[src/rtl/spi_xfer_ctrl_pkg.sv]
// spi_pkg: shared definitions for the SPI transfer sequencer.
//   - state_t        : sequencer state encoding
//   - CPOL           : SCLK idle level (mode 0, idle low)
//   - BYTE_W         : bits per SPI byte
//   - EDGES_PER_BYTE : SCLK toggles needed to move one byte
package spi_pkg;

    localparam logic CPOL           = 1'b0;
    localparam int   BYTE_W         = 8;
    localparam int   EDGES_PER_BYTE = 2 * BYTE_W;

    typedef enum logic [2:0] {
        IDLE,
        CS_SETUP,
        LOAD,
        EN,
        SHIFT,
        BYTE_END,
        CS_HOLD,
        DONE
    } state_t;

endpackage

[src/rtl/spi_xfer_ctrl_if.sv]
// spi_xfer_ctrl_if: host, SPI pin and byte-transmitter signals of the
// transfer sequencer, bundled in one place.
//   modport master : the sequencer (drives SPI pins, strobes, host status)
//   modport slave  : the surroundings (host, MISO source, byte transmitter)
// Host side : Start, Len, Byte_Idx, Byte_In, Rx_Data, Rx_Valid, Busy, Done
// SPI pins  : CSn, SCLK, MISO
// Byte tx   : Tx_En, Tx_Data, H2L_Sig, L2H_Sig, Tx_Busy
interface spi_xfer_ctrl_if #(
    parameter int LEN_W = 4
);
    import spi_pkg::*;

    logic              Start;
    logic [LEN_W-1:0]  Len;
    logic [LEN_W-1:0]  Byte_Idx;
    logic [BYTE_W-1:0] Byte_In;
    logic [BYTE_W-1:0] Rx_Data;
    logic              Rx_Valid;
    logic              Busy;
    logic              Done;
    logic              CSn;
    logic              SCLK;
    logic              MISO;
    logic              Tx_En;
    logic [BYTE_W-1:0] Tx_Data;
    logic              H2L_Sig;
    logic              L2H_Sig;
    logic              Tx_Busy;

    modport master (
        input  Start, Len, Byte_In, MISO, Tx_Busy,
        output Byte_Idx, Rx_Data, Rx_Valid, Busy, Done, CSn, SCLK,
               Tx_En, Tx_Data, H2L_Sig, L2H_Sig
    );

    modport slave (
        output Start, Len, Byte_In, MISO, Tx_Busy,
        input  Byte_Idx, Rx_Data, Rx_Valid, Busy, Done, CSn, SCLK,
               Tx_En, Tx_Data, H2L_Sig, L2H_Sig
    );

endinterface

[src/rtl/spi_xfer_ctrl_sclk_gen.sv]
// spi_sclk_gen: SCLK generator for one byte.
//   clk, rst_n    : clock, asynchronous active-low reset
//   i_run         : advance the half-period counter
//   i_clear       : return counter, edge count and SCLK to idle
//   o_sclk        : serial clock
//   o_h2l, o_l2h  : one-cycle strobes in the cycle before SCLK falls / rises
//   o_byte_last   : strobe coinciding with the final (falling) toggle of a byte
module spi_sclk_gen #(
    parameter int CLK_DIV = 4
) (
    input  logic clk,
    input  logic rst_n,
    input  logic i_run,
    input  logic i_clear,
    output logic o_sclk,
    output logic o_h2l,
    output logic o_l2h,
    output logic o_byte_last
);
    import spi_pkg::*;

    localparam int                DIV_W     = $clog2(CLK_DIV);
    localparam logic [DIV_W-1:0]  DIV_LAST  = DIV_W'(CLK_DIV - 1);
    localparam int                EDGE_W    = $clog2(EDGES_PER_BYTE);
    localparam logic [EDGE_W-1:0] EDGE_LAST = EDGE_W'(EDGES_PER_BYTE - 1);

    logic [DIV_W-1:0]  r_div;
    logic [EDGE_W-1:0] r_edge;
    logic              r_sclk;
    logic              w_wrap;

    // The strobes are combinational so they sit in the cycle whose closing
    // clock edge toggles SCLK; this keeps them strictly inside SHIFT.
    assign w_wrap      = i_run && (r_div == DIV_LAST);
    assign o_l2h       = w_wrap && (r_sclk == CPOL);
    assign o_h2l       = w_wrap && (r_sclk != CPOL);
    assign o_byte_last = w_wrap && (r_edge == EDGE_LAST);
    assign o_sclk      = r_sclk;

    always_ff @(posedge clk or negedge rst_n) begin
        if (!rst_n) begin
            r_div  <= '0;
            r_edge <= '0;
            r_sclk <= CPOL;
        end else if (i_clear) begin
            r_div  <= '0;
            r_edge <= '0;
            r_sclk <= CPOL;
        end else if (i_run) begin
            if (w_wrap) begin
                r_div  <= '0;
                r_sclk <= ~r_sclk;
                // Wraps to zero after the last toggle, ready for the next byte.
                r_edge <= r_edge + EDGE_W'(1);
            end else begin
                r_div <= r_div + DIV_W'(1);
            end
        end
    end

endmodule

[src/rtl/spi_xfer_ctrl.sv]
// spi_xfer_ctrl: multi-byte, chip-select-framed SPI mode-0 transfer sequencer
// feeding an external byte transmitter.
//   CLK, RSTn : clock, asynchronous active-low reset
//   bus       : spi_xfer_ctrl_if.master
//       host  : Start/Len request, Byte_Idx/Byte_In TX fetch,
//               Rx_Data/Rx_Valid RX bytes, Busy, Done
//       pins  : CSn, SCLK out, MISO in
//       tx    : Tx_En, Tx_Data, H2L_Sig, L2H_Sig out, Tx_Busy in
module spi_xfer_ctrl #(
    parameter int CLK_DIV = 4,
    parameter int LEN_W   = 4,
    parameter int CS_GAP  = 4
) (
    input  logic            CLK,
    input  logic            RSTn,
    spi_xfer_ctrl_if.master bus
);
    import spi_pkg::*;

    localparam int               GAP_W    = (CS_GAP > 1) ? $clog2(CS_GAP) : 1;
    localparam logic [GAP_W-1:0] GAP_LAST = GAP_W'(CS_GAP - 1);

    state_t            r_state;
    state_t            w_state_next;
    logic [LEN_W-1:0]  r_len;
    logic [LEN_W-1:0]  r_idx;
    logic [LEN_W-1:0]  w_idx_inc;
    logic [GAP_W-1:0]  r_gap;
    logic              r_more;
    logic [BYTE_W-1:0] r_tx_data;
    logic [BYTE_W-1:0] r_rx_shift;
    logic [BYTE_W-1:0] r_rx_data;
    logic              r_rx_valid;
    logic              w_gap_done;
    logic              w_run;
    logic              w_clear;
    logic              w_sclk;
    logic              w_h2l;
    logic              w_l2h;
    logic              w_byte_last;

    assign w_gap_done = (r_gap == GAP_LAST);
    assign w_idx_inc  = r_idx + LEN_W'(1);
    assign w_run      = (r_state == SHIFT);
    assign w_clear    = (r_state == EN);

    spi_sclk_gen #(
        .CLK_DIV (CLK_DIV)
    ) u_sclk_gen (
        .clk         (CLK),
        .rst_n       (RSTn),
        .i_run       (w_run),
        .i_clear     (w_clear),
        .o_sclk      (w_sclk),
        .o_h2l       (w_h2l),
        .o_l2h       (w_l2h),
        .o_byte_last (w_byte_last)
    );

    always_comb begin
        w_state_next = r_state;
        case (r_state)
            IDLE:     if (bus.Start && (bus.Len != '0)) w_state_next = CS_SETUP;
            CS_SETUP: if (w_gap_done) w_state_next = LOAD;
            LOAD:     w_state_next = EN;
            EN:       w_state_next = SHIFT;
            SHIFT:    if (w_byte_last) w_state_next = BYTE_END;
            BYTE_END: if (!bus.Tx_Busy) w_state_next = r_more ? LOAD : CS_HOLD;
            CS_HOLD:  if (w_gap_done) w_state_next = DONE;
            DONE:     w_state_next = IDLE;
            default:  w_state_next = IDLE;
        endcase
    end

    always_ff @(posedge CLK or negedge RSTn) begin
        if (!RSTn) begin
            r_state    <= IDLE;
            r_len      <= '0;
            r_idx      <= '0;
            r_gap      <= '0;
            r_more     <= 1'b0;
            r_tx_data  <= '0;
            r_rx_shift <= '0;
            r_rx_data  <= '0;
            r_rx_valid <= 1'b0;
        end else begin
            r_state    <= w_state_next;
            r_rx_valid <= w_byte_last;

            if ((r_state == IDLE) && bus.Start && (bus.Len != '0)) begin
                r_len <= bus.Len;
            end

            // One counter times both the CSn setup and the CSn hold gap.
            if (((r_state == CS_SETUP) || (r_state == CS_HOLD)) && !w_gap_done) begin
                r_gap <= r_gap + GAP_W'(1);
            end else begin
                r_gap <= '0;
            end

            if (r_state == LOAD) begin
                r_tx_data <= bus.Byte_In;
            end

            if (w_l2h) begin
                r_rx_shift <= {r_rx_shift[BYTE_W-2:0], bus.MISO};
            end

            // The index advances on entry to BYTE_END rather than on exit so
            // the host already sees the next index for the whole cycle before
            // LOAD, including any Tx_Busy stall.
            if (w_byte_last) begin
                r_rx_data <= r_rx_shift;
                r_more    <= (w_idx_inc != r_len);
                if (w_idx_inc != r_len) begin
                    r_idx <= w_idx_inc;
                end
            end else if ((r_state == CS_HOLD) && w_gap_done) begin
                r_idx <= '0;
            end
        end
    end

    // Frame and status outputs decode the state register directly, so an
    // asynchronous reset releases CSn in the same instant.
    assign bus.CSn      = (r_state == IDLE) || (r_state == DONE);
    assign bus.Busy     = (r_state != IDLE) && (r_state != DONE);
    assign bus.Done     = (r_state == DONE);
    assign bus.Tx_En    = (r_state == EN);
    assign bus.Tx_Data  = r_tx_data;
    assign bus.Byte_Idx = r_idx;
    assign bus.Rx_Data  = r_rx_data;
    assign bus.Rx_Valid = r_rx_valid;
    assign bus.SCLK     = w_sclk;
    assign bus.H2L_Sig  = w_h2l;
    assign bus.L2H_Sig  = w_l2h;

endmodule

[src/flat_wrapper.sv]
// flat-port wrapper written by rule: the top's interface ports become plain ports
module spi_xfer_ctrl_flat import spi_pkg::*;
#(
    parameter int CLK_DIV = 4,
    parameter int LEN_W   = 4,
    parameter int CS_GAP  = 4
)
  (CLK, RSTn, bus_Start, bus_Len, bus_Byte_In, bus_MISO, bus_Tx_Busy, bus_Byte_Idx, bus_Rx_Data, bus_Rx_Valid, bus_Busy, bus_Done, bus_CSn, bus_SCLK, bus_Tx_En, bus_Tx_Data, bus_H2L_Sig, bus_L2H_Sig);
  spi_xfer_ctrl_if #(.LEN_W(LEN_W)) bus_i ();
  input  logic CLK;
  input  logic RSTn;
  input wire logic [$bits(bus_i.Start)-1:0] bus_Start;
  input wire logic [$bits(bus_i.Len)-1:0] bus_Len;
  input wire logic [$bits(bus_i.Byte_In)-1:0] bus_Byte_In;
  input wire logic [$bits(bus_i.MISO)-1:0] bus_MISO;
  input wire logic [$bits(bus_i.Tx_Busy)-1:0] bus_Tx_Busy;
  output wire logic [$bits(bus_i.Byte_Idx)-1:0] bus_Byte_Idx;
  output wire logic [$bits(bus_i.Rx_Data)-1:0] bus_Rx_Data;
  output wire logic [$bits(bus_i.Rx_Valid)-1:0] bus_Rx_Valid;
  output wire logic [$bits(bus_i.Busy)-1:0] bus_Busy;
  output wire logic [$bits(bus_i.Done)-1:0] bus_Done;
  output wire logic [$bits(bus_i.CSn)-1:0] bus_CSn;
  output wire logic [$bits(bus_i.SCLK)-1:0] bus_SCLK;
  output wire logic [$bits(bus_i.Tx_En)-1:0] bus_Tx_En;
  output wire logic [$bits(bus_i.Tx_Data)-1:0] bus_Tx_Data;
  output wire logic [$bits(bus_i.H2L_Sig)-1:0] bus_H2L_Sig;
  output wire logic [$bits(bus_i.L2H_Sig)-1:0] bus_L2H_Sig;
  assign bus_i.Start = bus_Start;
  assign bus_i.Len = bus_Len;
  assign bus_i.Byte_In = bus_Byte_In;
  assign bus_i.MISO = bus_MISO;
  assign bus_i.Tx_Busy = bus_Tx_Busy;
  assign bus_Byte_Idx = bus_i.Byte_Idx;
  assign bus_Rx_Data = bus_i.Rx_Data;
  assign bus_Rx_Valid = bus_i.Rx_Valid;
  assign bus_Busy = bus_i.Busy;
  assign bus_Done = bus_i.Done;
  assign bus_CSn = bus_i.CSn;
  assign bus_SCLK = bus_i.SCLK;
  assign bus_Tx_En = bus_i.Tx_En;
  assign bus_Tx_Data = bus_i.Tx_Data;
  assign bus_H2L_Sig = bus_i.H2L_Sig;
  assign bus_L2H_Sig = bus_i.L2H_Sig;
  spi_xfer_ctrl #(.CLK_DIV(CLK_DIV), .LEN_W(LEN_W), .CS_GAP(CS_GAP)) u_core (.CLK(CLK), .RSTn(RSTn), .bus(bus_i));
endmodule
[config.mk]
export PLATFORM = sky130hd
export DESIGN_NAME = spi_xfer_ctrl_flat
export DESIGN_NICKNAME = d
export VERILOG_FILES = /design/src/rtl/spi_xfer_ctrl_pkg.sv /design/src/rtl/spi_xfer_ctrl_if.sv /design/src/rtl/spi_xfer_ctrl_sclk_gen.sv /design/src/rtl/spi_xfer_ctrl.sv /design/src/flat_wrapper.sv
export SDC_FILE = /design/constraint.sdc
export NUM_CORES = 1
export LEC_CHECK = 0
export CORE_MARGIN = 2
export CORE_UTILIZATION = 50
export CTS_CLUSTER_DIAMETER = 40
export DETAILED_ROUTE_END_ITERATION = 7
export GPL_ROUTABILITY_DRIVEN = 0
export GPL_TIMING_DRIVEN = 0
export PLACE_DENSITY = 0.77
export SLEW_MARGIN = 20
export SYNTH_ARGS = -nofsm -noshare
export SYNTH_HDL_FRONTEND = slang
export SYNTH_SLANG_ARGS = --single-unit
[constraint.sdc]
create_clock -name CLK -period 1.96 [get_ports CLK]
set_clock_uncertainty 0.05 [all_clocks]
set_input_delay 0.392 -clock CLK [delete_from_list [all_inputs] [get_ports CLK]]
set_output_delay 0.392 -clock CLK [all_outputs]
set_load 0.01 [all_outputs]
==> results_dict.tcl <==
set metrics [dict create \
    hold_viol 0 \
    layout-drive-gt1-share 0.326 \
    track_usage 0.217 \
    end_kind "flop" \
    overflow 0 \
    synth.largest_area_cell "dfrtp_1" \
    grt_pass1_wl_mm 7.41 \
    finalWirelength_mm 4.61 \
    drv_cap 0 \
    p_leak_nw 1.27 \
    finalCriticalPeriod_ns 1.96 \
    layout_commonest_cell "dfrtp_1" \
    cts_max_level 2 \
    tightestPinTransition_ns 0.561 \
    synthFlopType "dfrtp_1" \
    drc 0 \
    worst_ep_required_time_ns 2.10 \
    arrival_ns 2.09 \
    syn_to_final_growth_pct 36.6 \
    critPathLaunchType "flop" \
    synth_area_leaders "dfrtp_1 55%, mux2_2 11%, mux2_4 5.8%" \
    max_freq_ghz 0.511 \
    cp_slowest_stage_delay_ns 0.42 \
    power_mw 1.80 \
    crit_type "flop to flop" \
    hp-class "flop to flop" \
    rows 23 \
    fin_cells 274 \
    clock_latency_ns 0.30 \
    clock_sinks 46 \
    hpwl_mm 2.96 \
    synth_area_sq_um 2090 \
    grt_pass1_vias 1576 \
    dp_slack_ns -0.405 \
    yosysWarningCount 0 \
    setup_violations 0 \
    avgRoutedWirePerCell_microns 16.8 \
    yosysSeqAreaShare 0.551 \
    dr.pass1.iters 4 \
    antenna_found_initial 0 \
    ys_ff_latch 46 \
    fp.dieH_microns 68.6 \
    drt_iter0_markers 74 \
    power_density_nw_per_um2 630 \
    slowest_stage "dfrtp_1" \
    post-place-cells 254 \
    die-area_sq_um 4710 \
    timing.final.ws_setup_ns 0.00494 \
    synth_edf_count 0 \
    n_antenna_cell 0 \
    slew_headroom 0.621 \
    layout_common_cells "46 x dfrtp_1, 37 x clkdlybuf4s50_1, 21 x mux2_2, 12 x buf_4" \
    grt_max_degree 29 \
    cts-buffers-inserted 5 \
    cts-root-buf "clkbuf_8" \
    final_nets 244 \
    path_cells "buf_6 > and4bb_2 > buf_4 > and4_4 > buf_12 > mux2_4" \
    status "finished, final reports clean" \
    grt_setup_unrepaired "yes" \
    crit_path_max_fanout 10 \
    synthCells 159 \
    postRouteAntennaNets 0 \
    irDropWorstVdd_uv 548 \
    clkTransAtPathRegs_ns 0.09 \
    core_sq_um 4000 \
    synth_top_cell_area_share 0.551 \
    setup_tns_ns 0 \
    async_flop_share 1.00 \
    die_w_microns 68.6 \
    start_util 0.522 \
    numPortBuffers 44 \
    vias_per_cell 5.49 \
    cts_tree "done" \
    fin_crit_sh 0.997 \
    synth.distinct_cells 40 \
    vias 1504 \
    syn-num-nets 180 \
    syn_avg_cell_area_sq_um 13.1 \
    final_max_slew_viol_count 0 \
    clockBufferDepth 2 \
    ioPinCount 45 \
]
flip-flops by register name, indices dropped and copies added (netlist names):
| signal | cells |
|---|---|
| u_core.r_state | 3 |
| u_core.u_sclk_gen.r_edge | 4 |
| u_core.bus.Rx_Valid | 1 |
| u_core.r_gap | 2 |
| u_core.bus.Rx_Data | 8 |
| u_core.bus.Tx_Data | 8 |
| u_core.r_len | 4 |
| u_core.u_sclk_gen.o_sclk | 1 |
| u_core.bus.Byte_Idx | 4 |
| u_core.r_more | 1 |
| u_core.r_rx_shift | 8 |
| u_core.u_sclk_gen.r_div | 2 |
what timing repair did:
item                                    CTS  global route
resized for setup                        32             9
buffers inserted                         11             2
endpoints found under the setup margin    6            13
pin swaps                                 3             1
hold buffers                              1             0
endpoints found under the hold margin    18             0
per-layer routing:
metal	wire, microns	GRT usage	vias up
li1	-	-	689
met3	250	0.0536	12
met1	1860	0.265	743
met2	2440	0.367	60
met5	0	0	-
met4	72	0.0900	0
cell usage after synthesis, types with 2 or more instances:
master / n
nand2b_1: 4
mux2i_1: 2
a21oi_1: 3
dfrtp_1: 46
nand3_1: 5
xor2_1: 5
nor3_1: 2
ha_1: 4
xnor2_1: 4
inv_1: 3
buf_6: 3
mux2_2: 21
mux2_4: 8
nand2_1: 5
nor2b_1: 2
clkbuf_1: 3
o21ai_0: 8
nor2_1: 9
through the flow:
step | instance area [sq um] | hold WS, ns | utilization
2_1_floorplan | 2090 | 0.0464 | -
5_1_grt | 2850 | 0.449 | 0.713
4_1_cts | 2840 | 0.397 | 0.709
3_3_place_gp | 2590 | 0.372 | 0.648
3_5_place_dp | 2610 | 0.306 | 0.652
6_report | 2850 | 0.394 | 0.713
worst max-delay path, delay by kind of cell, from the launching register on:
kind | cells | cell delay [ns]
buffers and inverters | 3 | 0.45
flip-flops | 1 | 0.42
multiplexers | 1 | 0.30
AND/OR/NAND/NOR | 2 | 0.62
area by class of cell:
cell class | instances | area [sq um]
sequential | 46 | 1150
fill | 273 | 1150
multi-input combinational | 103 | 898
timing repair buffer | 59 | 551
clock buffer | 5 | 68.8
buffer | 5 | 66.3
tap | 50 | 62.6
clock inverter | 3 | 43.8
inverter | 3 | 11.3
logic make-up (layout without fill, tap and decap cells):
family / after synthesis / in the layout / synth area share
fa+ha+maj: 4 / 4 / 0.0240
flops: 46 / 46 / 0.551
buf+inv: 10 / 75 / 0.0306
simple gates: 38 / 38 / 0.104
compound gates: 20 / 20 / 0.0617
mux: 31 / 31 / 0.180
xor+xnor: 10 / 10 / 0.0485
final timing paths:
| check | slack, ns | startpoint | cells past startpoint | end |
|---|---|---|---|---|
| worst min-delay path | 0.39 | u_core.r_gap[0] | 1 | u_core.r_gap[0] |
| max in group asynchronous | 0.85 | RSTn | 3 | u_core.bus.Tx_Data[3] |
| worst max register to register | 0.005 | u_core.r_state[0] | 6 | u_core.bus.Rx_Data[0] |
| worst min register to register | 0.39 | u_core.r_gap[0] | 1 | u_core.r_gap[0] |
| worst max-delay path | 0.005 | u_core.r_state[0] | 6 | u_core.bus.Rx_Data[0] |
| min in group asynchronous | 0.51 | RSTn | 2 | u_core.bus.Rx_Data[0] |
power breakdown:
group          leakage [nW]  internal, mW  switching (mW)
logic                 0.643        0.0657          0.0429
clock network        0.0585         0.382           0.327
registers             0.573         0.967          0.0128
total                  1.27          1.42           0.383
(Power assumes the default switching activity.)
